**src/rtl/minterm_sweep_if.sv**
```systemverilog
// Handshake and result bundle for the minterm_sweep truth-table engine.
// The master side issues a sweep request with two minterm masks; the slave
// side streams the swept minterms and reports the comparison results.
interface minterm_sweep_if #(
    parameter int N = 3
);
    localparam int W = 1 << N;

    logic         start;
    logic [W-1:0] mask_a;
    logic [W-1:0] mask_b;
    logic         busy;
    logic         valid;
    logic [N-1:0] idx;
    logic         val_a;
    logic         val_b;
    logic         done;
    logic         equal;
    logic [N:0]   ones;
    logic [N:0]   mism;
    logic [N-1:0] first_mism;

    modport master (
        output start, mask_a, mask_b,
        input  busy, valid, idx, val_a, val_b, done, equal, ones, mism, first_mism
    );

    modport slave (
        input  start, mask_a, mask_b,
        output busy, valid, idx, val_a, val_b, done, equal, ones, mism, first_mism
    );
endinterface

```
**src/rtl/minterm_sweep.sv**
```systemverilog
// Sequential truth-table sweeper: latches a function mask A and a reference
// mask B, walks every minterm once per clock, and reports the ones count of A,
// the mismatch count, the lowest mismatching minterm and an equivalence flag.
module minterm_sweep #(
    parameter int N = 3
) (
    input  logic             clk,
    input  logic             reset,
    minterm_sweep_if.slave   bus
);
    localparam int           W    = 1 << N;
    localparam logic [N-1:0] LAST = N'(W - 1);

    typedef enum logic [1:0] {S_IDLE, S_SWEEP, S_DONE} state_t;

    state_t       state, state_nxt;
    logic [W-1:0] a_q, b_q;
    logic [N:0]   run_ones, run_mism;
    logic [N:0]   sum_ones, sum_mism;
    logic         found, found_nxt;
    logic [N-1:0] first_q, first_nxt;
    logic [N-1:0] idx_inc;
    logic         diff, last;

    // Fold the minterm currently on the outputs into the running totals, so
    // the final load at the end of the sweep includes the last minterm.
    always_comb begin
        diff      = bus.val_a ^ bus.val_b;
        last      = (bus.idx == LAST);
        idx_inc   = bus.idx + 1'b1;
        sum_ones  = run_ones + {{N{1'b0}}, bus.val_a};
        sum_mism  = run_mism + {{N{1'b0}}, diff};
        found_nxt = found | diff;
        first_nxt = found ? first_q : (diff ? bus.idx : '0);
    end

    // State register.
    always_ff @(posedge clk) begin
        if (reset) state <= S_IDLE;
        else       state <= state_nxt;
    end

    // Next-state logic; the idx terminal count is an explicit exit, no wrap.
    always_comb begin
        state_nxt = state;
        case (state)
            S_IDLE:  if (bus.start) state_nxt = S_SWEEP;
            S_SWEEP: if (last)      state_nxt = S_DONE;
            S_DONE:                 state_nxt = S_IDLE;
            default:                state_nxt = S_IDLE;
        endcase
    end

    // Registered datapath: mask capture, minterm stream and result load.
    always_ff @(posedge clk) begin
        if (reset) begin
            a_q            <= '0;
            b_q            <= '0;
            run_ones       <= '0;
            run_mism       <= '0;
            found          <= 1'b0;
            first_q        <= '0;
            bus.busy       <= 1'b0;
            bus.valid      <= 1'b0;
            bus.idx        <= '0;
            bus.val_a      <= 1'b0;
            bus.val_b      <= 1'b0;
            bus.done       <= 1'b0;
            bus.equal      <= 1'b0;
            bus.ones       <= '0;
            bus.mism       <= '0;
            bus.first_mism <= '0;
        end else begin
            bus.done <= 1'b0;
            case (state)
                S_IDLE: begin
                    if (bus.start) begin
                        // Present minterm 0 straight from the inputs on the
                        // accepting edge; later minterms come from the copies.
                        a_q       <= bus.mask_a;
                        b_q       <= bus.mask_b;
                        run_ones  <= '0;
                        run_mism  <= '0;
                        found     <= 1'b0;
                        first_q   <= '0;
                        bus.busy  <= 1'b1;
                        bus.valid <= 1'b1;
                        bus.idx   <= '0;
                        bus.val_a <= bus.mask_a[0];
                        bus.val_b <= bus.mask_b[0];
                    end
                end
                S_SWEEP: begin
                    run_ones <= sum_ones;
                    run_mism <= sum_mism;
                    found    <= found_nxt;
                    first_q  <= first_nxt;
                    if (last) begin
                        bus.valid      <= 1'b0;
                        bus.idx        <= '0;
                        bus.val_a      <= 1'b0;
                        bus.val_b      <= 1'b0;
                        bus.done       <= 1'b1;
                        bus.ones       <= sum_ones;
                        bus.mism       <= sum_mism;
                        bus.first_mism <= first_nxt;
                        bus.equal      <= (sum_mism == '0);
                    end else begin
                        bus.idx   <= idx_inc;
                        bus.val_a <= a_q[idx_inc];
                        bus.val_b <= b_q[idx_inc];
                    end
                end
                S_DONE: begin
                    bus.busy <= 1'b0;
                end
                default: begin
                    bus.busy  <= 1'b0;
                    bus.valid <= 1'b0;
                end
            endcase
        end
    end
endmodule

```
**src/flat_wrapper.sv**
```systemverilog
// flat-port wrapper written by rule: the top's interface ports become plain ports
module minterm_sweep_flat 
#(
    parameter int N = 3
)
  (clk, reset, bus_start, bus_mask_a, bus_mask_b, bus_busy, bus_valid, bus_idx, bus_val_a, bus_val_b, bus_done, bus_equal, bus_ones, bus_mism, bus_first_mism);
  minterm_sweep_if #(.N(N)) bus_i ();
  input  logic clk;
  input  logic reset;
  input wire logic [$bits(bus_i.start)-1:0] bus_start;
  input wire logic [$bits(bus_i.mask_a)-1:0] bus_mask_a;
  input wire logic [$bits(bus_i.mask_b)-1:0] bus_mask_b;
  output wire logic [$bits(bus_i.busy)-1:0] bus_busy;
  output wire logic [$bits(bus_i.valid)-1:0] bus_valid;
  output wire logic [$bits(bus_i.idx)-1:0] bus_idx;
  output wire logic [$bits(bus_i.val_a)-1:0] bus_val_a;
  output wire logic [$bits(bus_i.val_b)-1:0] bus_val_b;
  output wire logic [$bits(bus_i.done)-1:0] bus_done;
  output wire logic [$bits(bus_i.equal)-1:0] bus_equal;
  output wire logic [$bits(bus_i.ones)-1:0] bus_ones;
  output wire logic [$bits(bus_i.mism)-1:0] bus_mism;
  output wire logic [$bits(bus_i.first_mism)-1:0] bus_first_mism;
  assign bus_i.start = bus_start;
  assign bus_i.mask_a = bus_mask_a;
  assign bus_i.mask_b = bus_mask_b;
  assign bus_busy = bus_i.busy;
  assign bus_valid = bus_i.valid;
  assign bus_idx = bus_i.idx;
  assign bus_val_a = bus_i.val_a;
  assign bus_val_b = bus_i.val_b;
  assign bus_done = bus_i.done;
  assign bus_equal = bus_i.equal;
  assign bus_ones = bus_i.ones;
  assign bus_mism = bus_i.mism;
  assign bus_first_mism = bus_i.first_mism;
  minterm_sweep #(.N(N)) u_core (.clk(clk), .reset(reset), .bus(bus_i));
endmodule
```
**config.mk**
```make
export PLATFORM = sky130hd
export DESIGN_NAME = minterm_sweep_flat
export DESIGN_NICKNAME = d
export VERILOG_FILES = /design/src/rtl/minterm_sweep_if.sv /design/src/rtl/minterm_sweep.sv /design/src/flat_wrapper.sv
export SDC_FILE = /design/constraint.sdc
export NUM_CORES = 1
export LEC_CHECK = 0
export CAP_MARGIN = 25
export CELL_PAD_IN_SITES_DETAIL_PLACEMENT = 0
export CELL_PAD_IN_SITES_GLOBAL_PLACEMENT = 1
export CORE_MARGIN = 10
export CORE_UTILIZATION = 41
export CTS_CLUSTER_DIAMETER = 200
export CTS_CLUSTER_SIZE = 8
export DETAILED_ROUTE_END_ITERATION = 12
export DONT_BUFFER_PORTS = 1
export PLACE_DENSITY = 0.78
export SETUP_SLACK_MARGIN = 0.3
export SYNTH_ARGS = -nofsm -noshare
export SYNTH_HDL_FRONTEND = slang
export SYNTH_SLANG_ARGS = --single-unit
```
**constraint.sdc**
```tcl
create_clock -name clk -period 1.7 [get_ports clk]
set_input_delay 0.17 -clock clk [delete_from_list [all_inputs] [get_ports clk]]
set_output_delay 0.17 -clock clk [all_outputs]
set_load 0.02 [all_outputs]
```
-- Yosys cells after proc, flatten, opt, wreduce, memory -nomap -nowiden
Index checks and enable logic that the tools add are counted.
- add/sub/neg operators: 3
- $lt $le $gt $ge: 1
- equal/unequal tests: 5
- mux-type cells: 29
- bitwise gates (word level): 4
- reductions and logical operators: 10
- operators by type and width (kind ; number):
    4-bit one-hot mux with 2 select lines ; 2
    3-bit 2-to-1 mux ; 4
    3-bit one-hot mux with 2 select lines ; 2
    1-bit 2-to-1 mux ; 10
    2-bit AND reduction ; 5
    4-bit by 1-bit adder with 4-bit output ; 2
    1-bit one-hot mux with 2 select lines ; 4
    1-bit binary-select mux with 3-bit select ; 2
    4-bit zero test ; 1
    3-bit by 4-bit < comparator with 1-bit output (second input constant) ; 1
    2-bit 2-to-1 mux ; 2
    4-bit 2-to-1 mux ; 1
    2-bit one-hot mux with 2 select lines ; 1
    3-bit by 1-bit adder with 3-bit output (second input constant) ; 1
    3-bit equality test (second input constant) ; 1
    1-bit one-hot mux with 3 select lines ; 1
    3-bit AND reduction ; 1
    2-bit by 1-bit equality test with 1-bit output (second input constant) ; 1
    2-bit equality test (second input constant) ; 1
    2-bit zero test ; 1
    2-bit by 1-bit inequality test with 1-bit output (second input constant) ; 1
    2-bit inequality test (second input constant) ; 1
    1-bit NOT ; 2
    2-bit nonzero test ; 1
    other kinds (3) ; 3
- flip-flop bits (word level): 50
- word-level logic and storage cells: 69

-- Depth between registers and ports, before layout
- word-level depth: 5
- depth in mapped cells: 7
- mapped depth without buffers: 7

-- Worst setup path before layout
Ideal clock, no wire load.
- path type: reg2reg
- start point: register u_core.bus.idx[0]
- end point: register u_core.bus.val_b
- library setup time: 0.132 ns
- data arrival time: 1.705 ns
- slack: -0.137 ns
- cell stages (with the launch flop): 6
- path buffers: 0
- clock period less this slack: 1.837 ns
- cell sequence: dfxtp_1 -> ha_1 -> ha_1 -> mux4_2 -> o2111ai_1 -> o21ai_0
- longest elaborated chain between the ends: 5
- elaborated cells on any way between the ends: 6
- RTL lines (item ; line ; text):
    from (decl) ; minterm_sweep_if.sv:30 ; output busy, valid, idx, val_a, val_b, done, equal, ones, mism, first_mism
    from (signal assigned) ; minterm_sweep.sv:109 ; bus.idx <= idx_inc;
    3-bit by 1-bit adder with 3-bit output ; minterm_sweep.sv:30 ; idx_inc = bus.idx + 1'b1;
    1-bit binary-select mux with 3-bit select ; minterm_sweep.sv:111 ; bus.val_b <= b_q[idx_inc];
    1-bit 2-to-1 mux (not written as such) ; minterm_sweep.sv:111 ;
    1-bit 2-to-1 mux * ; minterm_sweep.sv:98 ; if (last) begin
    1-bit one-hot mux with 2 select lines * ; minterm_sweep.sv:75 ; case (state)
    to (signal assigned) ; minterm_sweep.sv:90 ; bus.val_b <= bus.mask_b[0];
    to (signal assigned) ; minterm_sweep.sv:111 ;
    to (decl) ; minterm_sweep_if.sv:30 ;
Mark *: on every way between the ends. The rest lies on a longest branch, timed or not. The select of a mux whose other input is x is not followed.
A chain may end at the register's enable or synchronous reset.

-- Worst setup path after layout
Same ends and word-level chain as after synthesis.

==> results_dict.tcl <==
set metrics [dict create \
    first_global_vias 1688 \
    clock_skew_ns 0.00846 \
    ir_worst_vdd_uv 514 \
    tightest_slew_ns 0.360 \
    via_count 1748 \
    ys_types 32 \
    final_cell_mix "55 x nand2_1, 44 x dfxtp_1, 41 x a21oi_1, 16 x nor2_1, 15 x nand3_1" \
    regArea_um2 1020 \
    firstDrtPassIters 4 \
    max_clock_freq_mhz 613 \
    core_um2 5140 \
    critPathRequiredTime_ns 1.89 \
    routedWlPerCell_um 15.7 \
    numCtsBuffers 5 \
    port_buffers 0 \
    fin_crit_sh_pct 96.0 \
    finalSetupTns_ns 0 \
    routed_wirelength_um 5250 \
    min_period_ns 1.63 \
    path_cells "ha_4, ha_4, mux4_2, o2111ai_2, o21ai_1" \
    fin_area_um2 2530 \
    grt_max_degree 52 \
    crit_buf_inv 0 \
    die_h_um 93.0 \
    dieArea_um2 8640 \
    critPathMaxFanout 2 \
    overflow 0 \
    rows 26 \
    p_comb_share_pct 11.5 \
    switchingPower_mw 0.564 \
    dpl_cell_area_um2 2320 \
    antenna_left 0 \
    crit_family "multiplexers" \
    p_sw_share_pct 25.9 \
    grt_pass1_wl_um 8620 \
    p_seq_share_pct 57.8 \
    die_x_um 93.0 \
    viasPerCell 5.23 \
    layout_commonest_cell "nand2_1" \
    fin_nets 288 \
    drt_iter0_drc 48 \
    slew_violations 0 \
    drive_above_1_share_pct 17.8 \
    r2r_setup_slack_ns 0.07 \
    crit_type "reg2reg" \
    drc 0 \
    cap_violations 0 \
    htreeDepth 2 \
    cp_data_arrival_time_ns 1.83 \
    power_frac_clock_pct 30.7 \
    cts.clk_slew.worst_paths_ns 0.09 \
    multi_input_area_um2 1200 \
    placedCellCount 319 \
    fin_cells 334 \
    initial_core_util_pct 42.5 \
    leakage_nw 0.878 \
    syn_area_per_cell_um2 8.53 \
    hold_violations 50 \
    synth_area_um2 2180 \
    cts.sinks 50 \
    antennaDiodeCount 0 \
    ys_ff_latch 50 \
    cp_slowest_cell "mux4_2" \
    tritoncts "yes" \
    place.gp.congestion 0.742 \
    ys_seq_area_share_pct 45.8 \
    syn-num-nets 281 \
    maxSlewHeadroom_pct 75.8 \
    status "finished with violations" \
    fill_cells 547 \
    syn_inst 256 \
    hold_ws_ns -0.0840 \
    p_int_mw 1.61 \
    place_hpwl_um 3360 \
    grt_usage_pct 12.3 \
    cts_buffer_depth 2 \
    endpoint_kind "flip-flop" \
    ios 39 \
    clk_latency_ns 0.30 \
    worst_setup_path_start_kind "flip-flop" \
    setup_viol 0 \
    critPathMostFrequentCell "ha_4" \
    area_growth_pct 15.8 \
    antenna_found_initial 0 \
    holdCritPathClass "in2reg" \
    violations "negative hold slack" \
    rsz0062_at_grt "true" \
    critPathMaxStageDelay_ns 0.49 \
    powerDensity_nw_per_um2 861 \
    root_buffer "clkbuf_8" \
    synth_warnings 0 \
]
-- path summary, 6_finish.rpt --
kind	from	end	depth (start not counted)
hold / removal	reset	u_core.state[1]$_SDFFE_PP0P_	1
setup reg to reg	u_core.bus.idx[0]$_SDFFE_PP0P_	u_core.bus.val_b$_SDFFE_PP0P_	5
hold reg to reg	u_core.a_q[5]$_SDFFE_PP0P_	u_core.a_q[5]$_SDFFE_PP0P_	2
setup / recovery	u_core.bus.idx[0]$_SDFFE_PP0P_	u_core.bus.val_b$_SDFFE_PP0P_	5
-- power by group through the flow --
stage	clock, mW	sequential, mW	combinational (mW)
after floorplan	0	1.27	0.194
after global placement	0	1.28	0.218
after detailed placement	0	1.28	0.220
after CTS	0.692	1.26	0.235
after global routing	0.736	1.26	0.283
final	0.668	1.26	0.251
-- cells in the mapped netlist (all sizes together) --
cell / instances / area share [%]
o2111ai: 2 / 0.80
clkbuf: 9 / 1.6
mux4: 2 / 2.1
nor2b: 7 / 2.3
nand3: 16 / 3.7
a22o: 3 / 1.2
o21a: 2 / 0.69
nand3b: 6 / 2.1
nor3: 5 / 1.1
xnor2: 2 / 0.80
mux2i: 4 / 1.8
or3b: 1 / 0.52
a211oi: 2 / 0.69
a21oi: 42 / 9.8
nor2: 16 / 2.8
and2: 1 / 0.34
nand2b: 4 / 1.1
xor2: 3 / 1.2
a32oi: 1 / 0.40
ha: 6 / 3.4
o21ai: 4 / 0.92
nor3b: 1 / 0.86
nand2: 55 / 9.5
inv: 1 / 0.17
buf: 9 / 3.4
a2bb2oi: 2 / 0.80
dfxtp: 50 / 46
-- logic make-up after synthesis --
| family | count (synthesis) | share of synthesized area (%) |
|---|---|---|
| AND/OR/NAND/NOR | 112 | 24.3 |
| XOR/XNOR | 5 | 2.01 |
| flip-flops | 50 | 45.8 |
| adder cells (fa/ha/maj) | 6 | 3.44 |
| buffers and inverters | 19 | 5.21 |
| multiplexers | 6 | 3.90 |
| AO/OA/AOI/OAI | 58 | 15.3 |
-- layout make-up --
class / count / share of cell area, %
Tap cell: 70 / 3.46
Clock buffer: 6 / 2.87
Multi-Input combinational cell: 188 / 47.4
Inverter: 1 / 0.148
Clock inverter: 2 / 0.346
Sequential cell: 50 / 40.3
Timing Repair Buffer: 17 / 5.49
-- through the flow --
stage               power (mW)  setup WS [ns]  utilization [%]
global route              2.28         0.0364             49.2
finish                    2.18         0.0674             49.2
detailed placement        1.50         0.0780             45.1
floorplan                 1.47         0.0464                -
CTS                       2.18         0.0608             47.6
global placement          1.50         0.0967             45.1
-- registers in the layout (all words and copies together), names as in the netlist, 2 cells and up --
| register | count |
|---|---|
| u_core.state | 2 |
| u_core.bus.ones | 4 |
| u_core.a_q | 8 |
| u_core.run_ones | 4 |
| u_core.run_mism | 4 |
| u_core.bus.idx | 3 |
| u_core.bus.first_mism | 3 |
| u_core.b_q | 8 |
| u_core.bus.mism | 4 |
| u_core.first_q | 3 |
-- layer usage --
layer	up-vias	wire length, um	GRT usage [%]
met2	32	2360	18.9
met5	-	0	0
met1	822	2460	15.1
met3	5	360	5.28
li1	889	-	-
met4	0	68	3.86
-- timing repair --
| action | in CTS | in global routing |
|---|---|---|
| gates resized for setup | 5 | 15 |
| cloned | 1 | 1 |
| buffers inserted | 1 | 4 |
| pin swaps | 3 | 3 |
| setup endpoints to repair | 7 | 34 |
| hold endpoints to repair | 50 | 50 |
Note: power is estimated with default switching activity, not from simulation.
